==> config.mk <==
export PLATFORM = sky130hd
export DESIGN_NAME = cache_axi_arbiter
export DESIGN_NICKNAME = d
export VERILOG_FILES = /design/src/rtl/cache_axi_pkg.sv /design/src/rtl/arb_rr2.sv /design/src/rtl/cache_axi_arbiter.sv
export SDC_FILE = /design/constraint.sdc
export NUM_CORES = 1
export LEC_CHECK = 0
export ABC_AREA = 1
export CORE_AREA = 2 2 139 141
export CTS_CLUSTER_DIAMETER = 100
export CTS_CLUSTER_SIZE = 24
export DETAILED_ROUTE_END_ITERATION = 12
export DIE_AREA = 0 0 141 143
export PLACE_DENSITY_LB_ADDON = 0.08
export SLEW_MARGIN = 15
export SYNTH_ARGS = -nofsm -noshare
export SYNTH_HDL_FRONTEND = slang
export SYNTH_SLANG_ARGS = --single-unit
==> constraint.sdc <==
create_clock -name clk -period 4.1 [get_ports clk]
set_input_delay 0.82 -clock clk [delete_from_list [all_inputs] [get_ports clk]]
set_output_delay 0.82 -clock clk [all_outputs]
set_load 0.05 [all_outputs]
==> src/rtl/cache_axi_pkg.sv <==
// Shared types and AXI3 constants for the cache-to-AXI arbiter.
// Holds the FSM state encoding and the fixed burst attributes used on both address channels.
package cache_axi_pkg;

    typedef enum logic [2:0] {
        S_IDLE,
        S_AR,
        S_R,
        S_AW,
        S_W,
        S_B
    } state_t;

    localparam logic [2:0] SIZE_4B    = 3'b010;
    localparam logic [1:0] BURST_INCR = 2'b01;
    localparam logic [3:0] ID_INST    = 4'd0;
    localparam logic [3:0] ID_DATA    = 4'd1;

    // Clears the byte offset within a line of line_words 32-bit words.
    function automatic logic [31:0] line_mask(input int line_words);
        return ~((32'd1 << ($clog2(line_words) + 2)) - 32'd1);
    endfunction

endpackage

==> src/rtl/arb_rr2.sv <==
// Two-requester round-robin picker; on a tie the side not granted last wins.
// The last-grant register moves only when i_update is high and something is granted.
module arb_rr2 (
    input  logic clk,
    input  logic rst,
    input  logic i_req_inst,
    input  logic i_req_data,
    input  logic i_update,
    output logic o_gnt_inst,
    output logic o_gnt_data
);

    logic r_last_data;

    always_comb begin
        // NOTE: every output gets a default first so no path through the block infers a latch.
        o_gnt_inst = 1'b0;
        o_gnt_data = 1'b0;
        if (i_req_inst && i_req_data) begin
            o_gnt_data = !r_last_data;
            o_gnt_inst = r_last_data;
        end else begin
            o_gnt_inst = i_req_inst;
            o_gnt_data = i_req_data;
        end
    end

    always_ff @(posedge clk) begin
        // NOTE: sequential state uses non-blocking assignments so every flop samples pre-edge values.
        if (rst) begin
            r_last_data <= 1'b0;
        end else if (i_update && (o_gnt_inst || o_gnt_data)) begin
            r_last_data <= o_gnt_data;
        end
    end

endmodule

==> src/rtl/cache_axi_arbiter.sv <==
// Shares one AXI3 master port between the instruction-cache refill path and the
// data-cache refill/write-back path, one burst at a time, round-robin on ties.
module cache_axi_arbiter
    import cache_axi_pkg::*;
#(
    parameter int LINE_WORDS = 8
) (
    input  logic        clk,
    input  logic        rst,

    input  logic        i_req,
    input  logic [31:0] i_addr,
    output logic        i_ack,
    output logic [31:0] i_rdata,
    output logic        i_rvalid,
    output logic        i_rlast,

    input  logic        d_req,
    input  logic        d_wr,
    input  logic [31:0] d_addr,
    output logic        d_ack,
    output logic [31:0] d_rdata,
    output logic        d_rvalid,
    output logic        d_rlast,
    input  logic [31:0] d_wdata,
    output logic        d_wnext,
    output logic        d_bdone,

    output logic [3:0]  arid,
    output logic [31:0] araddr,
    output logic [3:0]  arlen,
    output logic [2:0]  arsize,
    output logic [1:0]  arburst,
    output logic        arvalid,
    input  logic        arready,

    input  logic [3:0]  rid,
    input  logic [31:0] rdata,
    input  logic [1:0]  rresp,
    input  logic        rlast,
    input  logic        rvalid,
    output logic        rready,

    output logic [3:0]  awid,
    output logic [31:0] awaddr,
    output logic [3:0]  awlen,
    output logic [2:0]  awsize,
    output logic [1:0]  awburst,
    output logic        awvalid,
    input  logic        awready,

    output logic [31:0] wdata,
    output logic [3:0]  wstrb,
    output logic        wlast,
    output logic        wvalid,
    input  logic        wready,

    input  logic [3:0]  bid,
    input  logic [1:0]  bresp,
    input  logic        bvalid,
    output logic        bready
);

    localparam logic [3:0]  BURST_LEN = 4'(LINE_WORDS - 1);
    localparam logic [31:0] ADDR_MASK = line_mask(LINE_WORDS);

    state_t      r_state;
    state_t      w_next_state;
    logic        r_owner_data;
    logic        r_is_wr;
    logic [31:0] r_addr;
    logic [3:0]  r_cnt;

    logic        w_can_grant;
    logic        w_gnt_inst;
    logic        w_gnt_data;
    logic        w_granted;
    logic        w_r_phase;

    // Responses and IDs are deliberately ignored: only one burst is ever in flight.
    logic        w_unused_resp;
    assign w_unused_resp = ^{rid, rresp, bid, bresp};

    // Reset masks the grant so no ack escapes while the block is held in reset.
    assign w_can_grant = (r_state == S_IDLE) && !rst;
    assign w_granted   = w_can_grant && (w_gnt_inst || w_gnt_data);

    arb_rr2 u_arb (
        .clk        (clk),
        .rst        (rst),
        .i_req_inst (i_req),
        .i_req_data (d_req),
        .i_update   (w_can_grant),
        .o_gnt_inst (w_gnt_inst),
        .o_gnt_data (w_gnt_data)
    );

    always_ff @(posedge clk) begin
        if (rst) begin
            r_state      <= S_IDLE;
            r_owner_data <= 1'b0;
            r_is_wr      <= 1'b0;
            r_addr       <= 32'd0;
            r_cnt        <= 4'd0;
        end else begin
            r_state <= w_next_state;
            if (w_granted) begin
                r_owner_data <= w_gnt_data;
                r_is_wr      <= w_gnt_data && d_wr;
                r_addr       <= (w_gnt_data ? d_addr : i_addr) & ADDR_MASK;
            end
            if (r_state == S_AW && awready) begin
                r_cnt <= 4'd0;
            end else if (r_state == S_W && wready) begin
                r_cnt <= r_cnt + 4'd1;
            end
        end
    end

    assign w_r_phase = (r_state == S_R);

    always_comb begin
        w_next_state = r_state;

        i_ack    = 1'b0;
        d_ack    = 1'b0;
        i_rdata  = 32'd0;
        i_rvalid = 1'b0;
        i_rlast  = 1'b0;
        d_rdata  = 32'd0;
        d_rvalid = 1'b0;
        d_rlast  = 1'b0;
        d_wnext  = 1'b0;
        d_bdone  = 1'b0;

        arid     = 4'd0;
        araddr   = 32'd0;
        arlen    = 4'd0;
        arsize   = 3'd0;
        arburst  = 2'd0;
        arvalid  = 1'b0;
        rready   = 1'b0;
        awid     = 4'd0;
        awaddr   = 32'd0;
        awlen    = 4'd0;
        awsize   = 3'd0;
        awburst  = 2'd0;
        awvalid  = 1'b0;
        wdata    = 32'd0;
        wstrb    = 4'd0;
        wlast    = 1'b0;
        wvalid   = 1'b0;
        bready   = 1'b0;

        unique case (r_state)
            S_IDLE: begin
                i_ack = w_can_grant && w_gnt_inst;
                d_ack = w_can_grant && w_gnt_data;
                if (w_granted) begin
                    w_next_state = (w_gnt_data && d_wr) ? S_AW : S_AR;
                end
            end
            S_AR: begin
                arvalid = 1'b1;
                arid    = r_owner_data ? ID_DATA : ID_INST;
                araddr  = r_addr;
                arlen   = BURST_LEN;
                arsize  = SIZE_4B;
                arburst = BURST_INCR;
                if (arready) begin
                    w_next_state = S_R;
                end
            end
            S_R: begin
                rready = 1'b1;
                if (rvalid && rlast) begin
                    w_next_state = S_IDLE;
                end
            end
            S_AW: begin
                awvalid = 1'b1;
                awid    = ID_DATA;
                awaddr  = r_addr;
                awlen   = BURST_LEN;
                awsize  = SIZE_4B;
                awburst = BURST_INCR;
                if (awready) begin
                    w_next_state = S_W;
                end
            end
            S_W: begin
                wvalid  = 1'b1;
                wdata   = d_wdata;
                wstrb   = 4'hF;
                wlast   = (r_cnt == BURST_LEN);
                d_wnext = wready;
                if (wready && wlast) begin
                    w_next_state = S_B;
                end
            end
            S_B: begin
                bready  = 1'b1;
                d_bdone = bvalid;
                if (bvalid) begin
                    w_next_state = S_IDLE;
                end
            end
            default: begin
                w_next_state = S_IDLE;
            end
        endcase

        // Read data is steered combinationally to whichever cache owns the burst.
        if (w_r_phase) begin
            if (r_owner_data) begin
                d_rdata  = rdata;
                d_rvalid = rvalid;
                d_rlast  = rlast;
            end else begin
                i_rdata  = rdata;
                i_rvalid = rvalid;
                i_rlast  = rlast;
            end
        end
    end

    // r_is_wr is kept for debug visibility of the granted operation.
    logic w_unused_wr;
    assign w_unused_wr = r_is_wr;

endmodule

==> results.md <==
- Outcome: finished, final reports clean
- Tightest Pin Transition: 622 ps
- RSZ-0062 raised after global routing: false
- Hold buffers post-CTS: 0
- GRT Overall Usage: 0.140
- Critical Path Fanout Max: 34
- Share of the synthesized area in the top cell type: 0.229
- Num Clock Sinks: 35
- Diode count: 0
- Final worst path period need: approximately 3500 ps
- Critical path class: flip-flop to output port
- Initial Util: 0.164
- Die Ht: 143 µm
- Worst path bufs/invs: 3
- Core area: roughly 0.019 mm²
- Post-CTS Resized: 0
- Routed len/inst: between 10 and 15 µm
- Worst setup SP type: flip-flop
- Setup TNS Final: 0 ps
- Via count: 4173
- YS warnings: 0
- Most common cell on crit path: inv_2
- Post-synth top cells: nor2_1, inv_1, nand2_1, buf_4
- Layout cell share with drive strength beyond 1: 0.0411
- Largest net degree at the start of global routing: 55
- Cell family with most CP delay: buffers and inverters
- Syn_area_per_cell: between 5 and 6 µm²
- Vias in the first global route: around 4k
- Share of the yosys chip area belonging to registers: 0.229
- Synthesized area: between 0.003 and 0.004 mm²
- Via density: between 3 and 4
- DR pass1 iterations: 6
- Root Driver: clkbuf_16
- DIE AREA: 0.0202 mm²
- DRC viols: 0
- DR iter-0 viols: 120
- Area Growth Syn to Fin: 107%
- Final hold vios: 0
- Leak: 2.71 nW
- Synth area leader: dfxtp_1
- Cell variety after synth: 28
- CP Capture Type: output port
- Clk_skew: approximately 7.4 ps
- I/O pins: 355
- First-pass GRT wire length: between 20000 and 25000 µm
- WP data arrival: about 2600 ps
- I/O Buffers: approximately 310
- Syn Inst Count: 550
- Critical Path RT: between 3000 and 4000 ps
- Clock latency on the worst-skew pair: about 280 ps
- Die width: ~140 µm
- CTS max path bufs: 2
- Drt total wl: around 15000 µm
- Initial antenna violation count: 0
- IR drop worst, VDD: approximately 160 µV
- Achievable frequency: between 200 and 300 MHz
- P per Cell Area: ~470 mW/mm²
- # setup viols final: 0
- Max-slew headroom: 0.584
- Critical path, cell by cell: inv_2, nand2_1, nor2_4, inv_2, nor4_1, clkdlybuf4s50_1
- Most frequent cell after synthesis: nor2_1
- CTS tree: built
- Max Cap Viol: 0
- CTS Buf Count: 5
- Hold Crit Class: flip-flop to flip-flop
- Asr flop ratio synth: 0
- Gr ovfl total: 0
- CTS H-tree depth: 2
- Top post-synthesis cells by area: dfxtp_1, nor2_1, inv_1, buf_4, nand2_1
- Delay of the slowest critical-path stage: 890 ps
- Synth Flop Type: dfxtp_1
- Row Count: 50
- Yosys reg bits: 35
- Slowest stage cell, crit path: clkdlybuf4s50_1
- Final net count: 979
- Number of flops mapped to enable cells by yosys: 0
- Hold WS: about 510 ps
- Post-CTS Setup Inserts: 0
- Reg clk slew, reported paths: roughly 60 ps
- Fillcell total: 2020
- Fin. max-slew vios: 0
- DP Wirelength: around 12000 µm
- Final period utilization: 0.842
- Final Wtd Congestion: 0.779
- ANT nets after route: 0
## final timing paths
kind	from	end	slack (ps)	depth (start not counted)
setup / recovery	r_state[1]	wlast	650	6
hold / removal	r_cnt[0]	r_cnt[0]	510	2
setup reg to reg	u_arb.r_last_data	r_addr[11]	2290	8
hold reg to reg	r_cnt[0]	r_cnt[0]	510	2
## sequential cells by signal (all words and copies together) (netlist names)
signal / flops
r_addr: 27
r_cnt: 4
u_arb.r_last_data: 1
r_state: 3
## placed cells by master, fill, tap and decap left out, types with 4 or more instances in the layout
master,instances
clkbuf_16,5
nor2_1,169
dfxtp_1,35
inv_2,8
nand3_1,35
nand4_1,4
clkdlybuf4s50_1,306
inv_1,105
nand2_1,49
a31oi_1,27
o21ai_1,29
buf_4,9
conb_1,24
## power breakdown
part           total [W]  switching, W  internal, W
registers       0.000511     0.0000684     0.000443
logic            0.00200       0.00137     0.000626
clock network   0.000460      0.000157     0.000303
total            0.00297       0.00160      0.00137
## per-stage QoR
stage | setup WS [ps] | total power [W] | instances | area, µm² | util
floorplan | 745 | 0.00191 | 573 | 3140 | -
global placement | 903 | 0.00253 | 1054 | 6160 | 0.332
detailed placement | 892 | 0.00254 | 1054 | 6160 | 0.332
CTS | 584 | 0.00302 | 1062 | 6340 | 0.341
global route | 450 | 0.00315 | 1062 | 6340 | 0.341
finish | 647 | 0.00297 | 1062 | 6340 | 0.341
## routing by layer
metal,GRT usage,up-vias,share of wire
met5,0,-,0
met4,0.0253,0,0.0085
met3,0.0349,7,0.080
met2,0.275,202,0.52
met1,0.154,1816,0.39
li1,-,2148,-
## tightest hold or removal path, delay by kind of cell, from the launching register on
| kind | cells | cell delay [ps] |
|---|---|---|
| AO/OA/AOI/OAI | 1 | 60 |
| flip-flops | 1 | 330 |
| AND/OR/NAND/NOR | 1 | 70 |
## logic make-up (layout without fill, tap and decap cells)
family / count (synthesis) / in the layout / share of synthesized area
AND/OR/NAND/NOR: 268 / 268 / 0.366
adder cells (fa/ha/maj): 1 / 1 / 0.00410
XOR/XNOR: 1 / 1 / 0.00287
other: 1 / 24 / 0.00123
flip-flops: 35 / 35 / 0.229
buffers and inverters: 183 / 438 / 0.283
AO/OA/AOI/OAI: 61 / 61 / 0.113
## area by class of cell
type	instances	area [µm²]	area share
Sequential cell	35	701	0.111
Timing Repair Buffer	317	3170	0.500
Clock inverter	2	35.0	0.00553
Inverter	113	424	0.0669
Tap cell	234	293	0.0462
Clock buffer	6	139	0.0219
Multi-Input combinational cell	355	1580	0.249
(Power assumes the default switching activity.)
